<file path="src/rtl/battleship_pkg.sv">
// Shared types and defaults for the board cursor.
//   GRID_ROWS / GRID_COLS : default board dimensions
//   dir_t                 : decoded per-axis button direction
//   rep_state_t           : per-axis hold/auto-repeat state
//   decode_dir()          : maps a dec/inc button pair onto dir_t
package battleship_pkg;

   localparam int GRID_ROWS = 10;
   localparam int GRID_COLS = 10;

   typedef enum logic [1:0] {DIR_NONE, DIR_DEC, DIR_INC} dir_t;

   typedef enum logic [1:0] {IDLE, DELAY, REPEAT} rep_state_t;

   // Both buttons pressed cancel each other out.
   function automatic dir_t decode_dir(input logic dec, input logic inc);
      dir_t d;
      d = DIR_NONE;
      if (dec && !inc) d = DIR_DEC;
      if (inc && !dec) d = DIR_INC;
      return d;
   endfunction

endpackage

</file>
<file path="src/rtl/axis_stepper.sv">
// One cursor axis: hold-to-auto-repeat FSM, its cycle counter and the
// position register.
// Ports:
//   clk, reset      : clock, synchronous active-high reset
//   enable          : 0 freezes the position and parks the FSM in IDLE
//   btn_dec/btn_inc : move towards 0 / towards MAX
//   pos             : current position, 0..MAX
module axis_stepper
   import battleship_pkg::*;
#(
   parameter int MAX          = 9,
   parameter int WRAP         = 0,
   parameter int REPEAT_DELAY = 50_000_000,
   parameter int REPEAT_RATE  = 10_000_000,
   parameter int W            = 4
) (
   input  logic         clk,
   input  logic         reset,
   input  logic         enable,
   input  logic         btn_dec,
   input  logic         btn_inc,
   output logic [W-1:0] pos
);

   localparam int CNT_MAX = (REPEAT_DELAY > REPEAT_RATE) ? REPEAT_DELAY : REPEAT_RATE;
   localparam int CNT_W   = (CNT_MAX > 2) ? $clog2(CNT_MAX) : 1;

   localparam logic [CNT_W-1:0] DELAY_LAST = CNT_W'(REPEAT_DELAY - 1);
   localparam logic [CNT_W-1:0] RATE_LAST  = CNT_W'(REPEAT_RATE - 1);
   localparam logic [W-1:0]     POS_MAX    = W'(MAX);

   // One step in direction d, saturating or wrapping at the edges.
   function automatic logic [W-1:0] step_pos(input logic [W-1:0] p, input dir_t d);
      logic [W-1:0] n;
      n = p;
      if (d == DIR_INC) begin
         if (p == POS_MAX) n = (WRAP != 0) ? '0 : p;
         else              n = p + 1'b1;
      end else if (d == DIR_DEC) begin
         if (p == '0) n = (WRAP != 0) ? POS_MAX : p;
         else         n = p - 1'b1;
      end
      return n;
   endfunction

   dir_t             dir;
   dir_t             dir_prev;
   rep_state_t       state;
   rep_state_t       state_nx;
   logic [CNT_W-1:0] cnt;
   logic [CNT_W-1:0] cnt_nx;
   logic             step;

   assign dir = decode_dir(btn_dec, btn_inc);

   always_comb begin
      state_nx = state;
      cnt_nx   = cnt;
      step     = 1'b0;
      if (!enable || dir == DIR_NONE) begin
         state_nx = IDLE;
         cnt_nx   = '0;
      end else begin
         case (state)
            // Only a fresh press moves from IDLE; a button held across
            // enable rising has dir == dir_prev and is ignored.
            IDLE: begin
               if (dir != dir_prev) begin
                  step     = 1'b1;
                  state_nx = DELAY;
                  cnt_nx   = '0;
               end
            end
            DELAY, REPEAT: begin
               if (dir != dir_prev) begin
                  // Direction flipped without release: restart the hold.
                  step     = 1'b1;
                  state_nx = DELAY;
                  cnt_nx   = '0;
               end else if (cnt == ((state == DELAY) ? DELAY_LAST : RATE_LAST)) begin
                  step     = 1'b1;
                  state_nx = REPEAT;
                  cnt_nx   = '0;
               end else begin
                  cnt_nx = cnt + 1'b1;
               end
            end
            default: begin
               state_nx = IDLE;
               cnt_nx   = '0;
            end
         endcase
      end
   end

   always_ff @(posedge clk) begin
      if (reset) begin
         state    <= IDLE;
         cnt      <= '0;
         dir_prev <= DIR_NONE;
         pos      <= '0;
      end else begin
         state    <= state_nx;
         cnt      <= cnt_nx;
         // Sampled regardless of enable so held buttons are remembered.
         dir_prev <= dir;
         if (step) pos <= step_pos(pos, dir);
      end
   end

endmodule

</file>
<file path="src/rtl/grid_cursor_ctrl.sv">
// Row/column cursor on a ROWS x COLS board with optional wrap-around,
// per-axis hold-to-repeat and a turn enable. Produces the flat cell index
// and a one-cycle shot pulse with the captured cell.
// Ports:
//   clk, reset                          : clock, synchronous active-high reset
//   enable                              : 1 = player's turn
//   btn_up/btn_down/btn_left/btn_right  : debounced direction buttons
//   btn_select                          : fire request
//   cursor_row, cursor_col              : cursor position
//   selected_cell                       : row*COLS+col
//   shot_select                         : one-cycle pulse per accepted fire
//   shot_cell                           : selected_cell captured at the shot
module grid_cursor_ctrl
   import battleship_pkg::*;
#(
   parameter int ROWS         = GRID_ROWS,
   parameter int COLS         = GRID_COLS,
   parameter int WRAP         = 0,
   parameter int REPEAT_DELAY = 50_000_000,
   parameter int REPEAT_RATE  = 10_000_000,
   localparam int RW          = $clog2(ROWS),
   localparam int CWD         = $clog2(COLS),
   localparam int CELL_W      = $clog2(ROWS * COLS)
) (
   input  logic              clk,
   input  logic              reset,
   input  logic              enable,
   input  logic              btn_up,
   input  logic              btn_down,
   input  logic              btn_left,
   input  logic              btn_right,
   input  logic              btn_select,
   output logic [RW-1:0]     cursor_row,
   output logic [CWD-1:0]    cursor_col,
   output logic [CELL_W-1:0] selected_cell,
   output logic              shot_select,
   output logic [CELL_W-1:0] shot_cell
);

   logic select_prev;

   axis_stepper #(
      .MAX          (ROWS - 1),
      .WRAP         (WRAP),
      .REPEAT_DELAY (REPEAT_DELAY),
      .REPEAT_RATE  (REPEAT_RATE),
      .W            (RW)
   ) u_row (
      .clk     (clk),
      .reset   (reset),
      .enable  (enable),
      .btn_dec (btn_up),
      .btn_inc (btn_down),
      .pos     (cursor_row)
   );

   axis_stepper #(
      .MAX          (COLS - 1),
      .WRAP         (WRAP),
      .REPEAT_DELAY (REPEAT_DELAY),
      .REPEAT_RATE  (REPEAT_RATE),
      .W            (CWD)
   ) u_col (
      .clk     (clk),
      .reset   (reset),
      .enable  (enable),
      .btn_dec (btn_left),
      .btn_inc (btn_right),
      .pos     (cursor_col)
   );

   // Row and column are always in range, so the result fits CELL_W bits.
   assign selected_cell = CELL_W'(cursor_row) * CELL_W'(COLS) + CELL_W'(cursor_col);

   // shot_cell is loaded from the pre-move index, since selected_cell is
   // still driven by the old row/col registers at this edge.
   always_ff @(posedge clk) begin
      if (reset) begin
         select_prev <= 1'b0;
         shot_select <= 1'b0;
         shot_cell   <= '0;
      end else begin
         select_prev <= btn_select;
         shot_select <= btn_select & ~select_prev & enable;
         if (btn_select && !select_prev && enable) shot_cell <= selected_cell;
      end
   end

endmodule

</file>
<file path="config.mk">
export PLATFORM = sky130hd
export DESIGN_NAME = grid_cursor_ctrl
export DESIGN_NICKNAME = d
export VERILOG_FILES = /design/src/rtl/battleship_pkg.sv /design/src/rtl/axis_stepper.sv /design/src/rtl/grid_cursor_ctrl.sv
export SDC_FILE = /design/constraint.sdc
export NUM_CORES = 1
export LEC_CHECK = 0
export ABC_AREA = 1
export CAP_MARGIN = 5
export CORE_MARGIN = 1.5
export CORE_UTILIZATION = 35
export DETAILED_ROUTE_END_ITERATION = 8
export PLACE_DENSITY_LB_ADDON = 0.25
export SYNTH_ARGS = -nofsm -noshare
export SYNTH_HDL_FRONTEND = slang
export SYNTH_SLANG_ARGS = --single-unit
</file>
<file path="constraint.sdc">
create_clock -name clk -period 2.2 [get_ports clk]
set_input_delay 0.33 -clock clk [delete_from_list [all_inputs] [get_ports clk]]
set_output_delay 0.33 -clock clk [all_outputs]
set_load 0.01 [all_outputs]
</file>
-- After elaboration in Yosys (flattened, before gate mapping)
Cells that the tools add are included.
- bits in registers: 77
- output and inout port bits: 23
- $add $sub $neg: 7
- multipliers: 1
- eq/ne operators: 22
- multiplexer cells: 40
- bitwise operators: 3
- reduce and logical (&&, ||, !) cells: 30
- operator list (kind ; count):
    $mux 26 ; 8
    $pmux 26 s2 ; 2
    $add 26x1->26 const B ; 2
    $eq 26x26->1 ; 2
    $mux 4 ; 8
    $mux 2 ; 8
    $mux 1 ; 10
    $add 4x1->4 const B ; 2
    $eq 2x1->1 const B ; 4
    $eq 2x2->1 const B ; 4
    $eq 4x4->1 const B ; 2
    $logic_not 2->1 ; 4
    $logic_not 4->1 ; 2
    $ne 2x1->1 const B ; 4
    $pmux 2 s2 ; 2
    $reduce_and 4->1 ; 2
    $reduce_or 2->1 ; 4
    $sub 4x1->4 const B ; 2
    $add 7x4->7 ; 1
    $logic_and 1x1->1 ; 6
    $logic_not 1->1 ; 6
    $mul 4x3->6 const B ; 1
    $ne 3x1->1 const B ; 2
    $ne 2x2->1 ; 2
    7 further kinds ; 13

-- Longest topological paths before layout
- depth after elaboration: 9
- mapped depth: 14

-- Hierarchy
Synthesis repeated with hierarchy kept, for this count alone.
- cell total of the unflattened synthesis: 691
- area, all modules: 4754.6 µm²
- by module, submodules not included (module ; times used ; cells an instance ; area an instance (µm²) ; sequential area each (µm²)):
    axis_stepper at u_row ; 1 ; 309 ; 2069.5 ; 680.7
    axis_stepper at u_col ; 1 ; 294 ; 2042.0 ; 680.7
    grid_cursor_ctrl ; 1 ; 88 ; 643.1 ; 180.2

-- Worst setup path after synthesis
No wires, ideal clock.
- path kind: register -> output
- from: register u_row.pos[1]
- to: output selected_cell[6]
- data arrival time: 1.841 ns
- path slack: 0.029 ns
- stages on the path, launching flop included: 7
- path buffers: 0
- path through: dfxtp_1 -> ha_1 -> ha_1 -> fa_1 -> inv_1 -> o21ai_0 -> nand2_1
- cells in the longest elaborated chain, start to end: 2
- RTL lines (what ; RTL line ; RTL):
    start: declaration ; axis_stepper.sv:22 ; output logic [W-1:0] pos
    start signal: assignment ; axis_stepper.sv:107 ; if (step) pos <= step_pos(pos, dir);
    $mul 4x3->6 ; grid_cursor_ctrl.sv:73 ; assign selected_cell = CELL_W'(cursor_row) * CELL_W'(COLS) + CELL_W'(cursor_col);
    $add 7x4->7 ; grid_cursor_ctrl.sv:73 ;
    end: declaration ; grid_cursor_ctrl.sv:35 ; output logic [CELL_W-1:0] selected_cell,
Every way passes these cells.

-- Worst setup path in the final report
- from: register u_row.pos[3]
- to: output selected_cell[6]
The elaborated chain is that of the path after synthesis.

==> reports/metrics.yaml <==
status: "finished with violations"
cts.sinks: 77
cts_buffers: 9
ys_seq_area_share_pct: 31.8
synth_cell_types: 43
final_common_cell: "nand2_1"
whs_ns: 0.495
grt-ovfl-total: 0
viasPerCell: 4.71
io_buffers: 30
worst_pin_slew_ns: 0.506
clkLatencyLatePin_ns: 0.34
ctsHoldBuffers: 0
clockBufferDepth: 2
wl_per_cell_um: 11.9
hold_path_class: "reg2reg"
grt_pass1_vias: 4317
clkTransAtPathRegs_ns: 0.06
cts_tree: "yes"
leakage_nw: 2.46
ios: 31
start_util_pct: 36.2
crit_arrival_ns: 2.00
setup_slack_ns: -0.132
drtAntennaViolNets: 0
final_nets: 823
path_class: "reg2out"
critPathMaxFanout: 2
grt_pass1_wl_mm: 19.5
synth_nets: 739
power.density_nw_per_um2: 586
hpwl_mm: 8.62
hold_violations: 0
postSynthAreaPerCell_um2: 6.87
pre_cts_ws_ns: -0.265
setup-violations-final: 2
utilization_pct: 45.8
diodes: 0
slew_headroom_pct: 66.0
htree_levels: 3
drv_slew: 0
route.detailed.drc: 0
drt-initial-drc-count: 316
die-width_um: 121
period_minus_slack_ns: 2.33
max_cap_violations: 0
netlist_area_um2: 4850
fillCellCount: 1361
ys_warn_count: 0
syn_to_final_growth_pct: 26.8
tns_ns: -0.225
vias: 4567
syn-instance-count: 705
fin_crit_sh_pct: 106
die_h_um: 121
root_buffer: "clkbuf_16"
rsz0062_at_grt: "yes"
rows: 42
grt_max_degree: 26
clock_skew_ns: 0.00511
synth_seq_cells: 77
cp.required_ns: 1.87
routabilityCongestion: 0.853
first_pass_iters: 5
antenna_found_initial: 0
drive_gt1_share_pct: 17.8
core_um2: 13400
violations: "setup timing"
die_area_um2: 14600
wl_mm: 11.5
ir_drop_v: 0.000420
cp-start-kind: "register"
fmax_ghz: 0.429
track_usage_pct: 16.4
cp-end-kind: "primary output"
layout_common_cells: "nand2_1 (153), nor2_1 (138), inv_1 (89), dfxtp_1 (73), buf_4 (51)"
-- cell families after synthesis --
family / after synthesis / synth area share (%)
adder cells (fa/ha/maj): 26 / 7.33
buffers and inverters: 104 / 9.22
AND/OR/NAND/NOR: 409 / 38.5
multiplexers: 1 / 0.207
XOR/XNOR: 33 / 6.43
AO/OA/AOI/OAI: 55 / 6.53
flip-flops: 77 / 31.8
-- state kept, by name (all words and copies together) (netlist names) --
name            count
u_col.cnt          26
u_row.cnt          26
shot_cell           7
u_col.pos           4
u_row.pos           4
u_col.dir_prev      2
u_col.state         2
u_row.dir_prev      2
u_row.state         2
select_prev         1
shot_select         1
-- final timing paths --
| path | depth (start not counted) | to | slack [ns] | start |
|---|---|---|---|---|
| min | 2 | u_row.cnt[1] | 0.49 | u_row.cnt[1] |
| max | 7 | selected_cell[6] | -0.13 | u_row.pos[3] |
| min reg2reg | 2 | u_row.cnt[1] | 0.49 | u_row.cnt[1] |
| max reg2reg | 8 | u_row.cnt[16] | 0.38 | u_row.cnt[1] |
-- synthesized netlist by cell type --
library cell | instances | area [µm²]
clkbuf_1 | 2 | 7.51
nand2_4 | 5 | 56.3
xor2_1 | 26 | 228
o21ai_0 | 18 | 90.1
xnor2_1 | 4 | 35.0
buf_12 | 1 | 20.0
o31ai_1 | 1 | 7.51
nand2_2 | 6 | 37.5
clkbuf_8 | 1 | 13.8
nand2_1 | 155 | 582
mux2i_1 | 1 | 10.0
nor3b_1 | 1 | 7.51
o22ai_2 | 1 | 12.5
ha_1 | 22 | 275
or2_0 | 1 | 6.26
fa_1 | 4 | 80.1
nand3_4 | 2 | 35.0
nor4_1 | 3 | 18.8
o211ai_1 | 1 | 7.51
nor2_2 | 10 | 62.6
dfxtp_1 | 77 | 1540
nor3_2 | 1 | 10.0
o22ai_1 | 1 | 6.26
inv_2 | 5 | 18.8
nor3b_2 | 1 | 12.5
or2_2 | 4 | 25.0
o21bai_1 | 2 | 15.0
buf_6 | 3 | 33.8
a31oi_1 | 3 | 18.8
nand4_1 | 16 | 100
inv_1 | 90 | 338
nand3_1 | 38 | 190
nor3_4 | 1 | 16.3
nand4_2 | 1 | 12.5
buf_4 | 2 | 15.0
nand2b_1 | 1 | 6.26
a21oi_1 | 25 | 125
a21oi_4 | 1 | 16.3
a21oi_2 | 2 | 17.5
nor2_1 | 139 | 522
nor2_4 | 7 | 78.8
xnor2_2 | 3 | 48.8
nor3_1 | 17 | 85.1
-- layer usage --
| layer | vias to the layer above | GRT usage (%) | wire [µm] |
|---|---|---|---|
| met4 | 0 | 5.15 | 171 |
| met3 | 16 | 4.15 | 429 |
| li1 | 2378 | - | - |
| met2 | 86 | 27.2 | 5440 |
| met1 | 2087 | 20.9 | 5500 |
| met5 | - | 0 | 0 |
-- final cells by class --
type / instances / area [µm²] / share of cell area (%)
clock buffer: 11 / 243 / 3.95
inverter: 95 / 357 / 5.80
tap: 176 / 220 / 3.58
sequential: 77 / 1550 / 25.2
timing repair buffer: 82 / 674 / 11.0
clock inverter: 4 / 120 / 1.96
multi-input combinational: 524 / 2980 / 48.5
-- report_power, final --
part	leakage, nW	internal, mW	switching, mW
Clock	0.176	1.25	0.586
Combinational	1.66	0.155	0.190
Sequential	0.625	1.41	0.0102
Total	2.46	2.81	0.786
-- worst max-delay path, cell delays in order, from the launching register on --
cell and delay, ns:
dfxtp_2 0.34, ha_4 0.24, ha_4 0.15, fa_2 0.55, inv_2 0.05, o21ai_2 0.13
nand2_1 0.06, buf_2 0.13
-- repair_timing --
item,CTS,global route
setup buffers,3,2
resized for setup,36,9
pin swaps,10,7
endpoints found under the setup margin,5,5
-- stage by stage --
step	area [µm²]	cells	power (mW)
after CTS	6100	967	3.65
after global routing	6140	969	3.74
final	6140	969	3.60
after global placement	5630	949	1.78
after detailed placement	5630	949	1.79
after floorplan	4850	705	1.66
No activity file was read; power rests on OpenSTA's default activity.
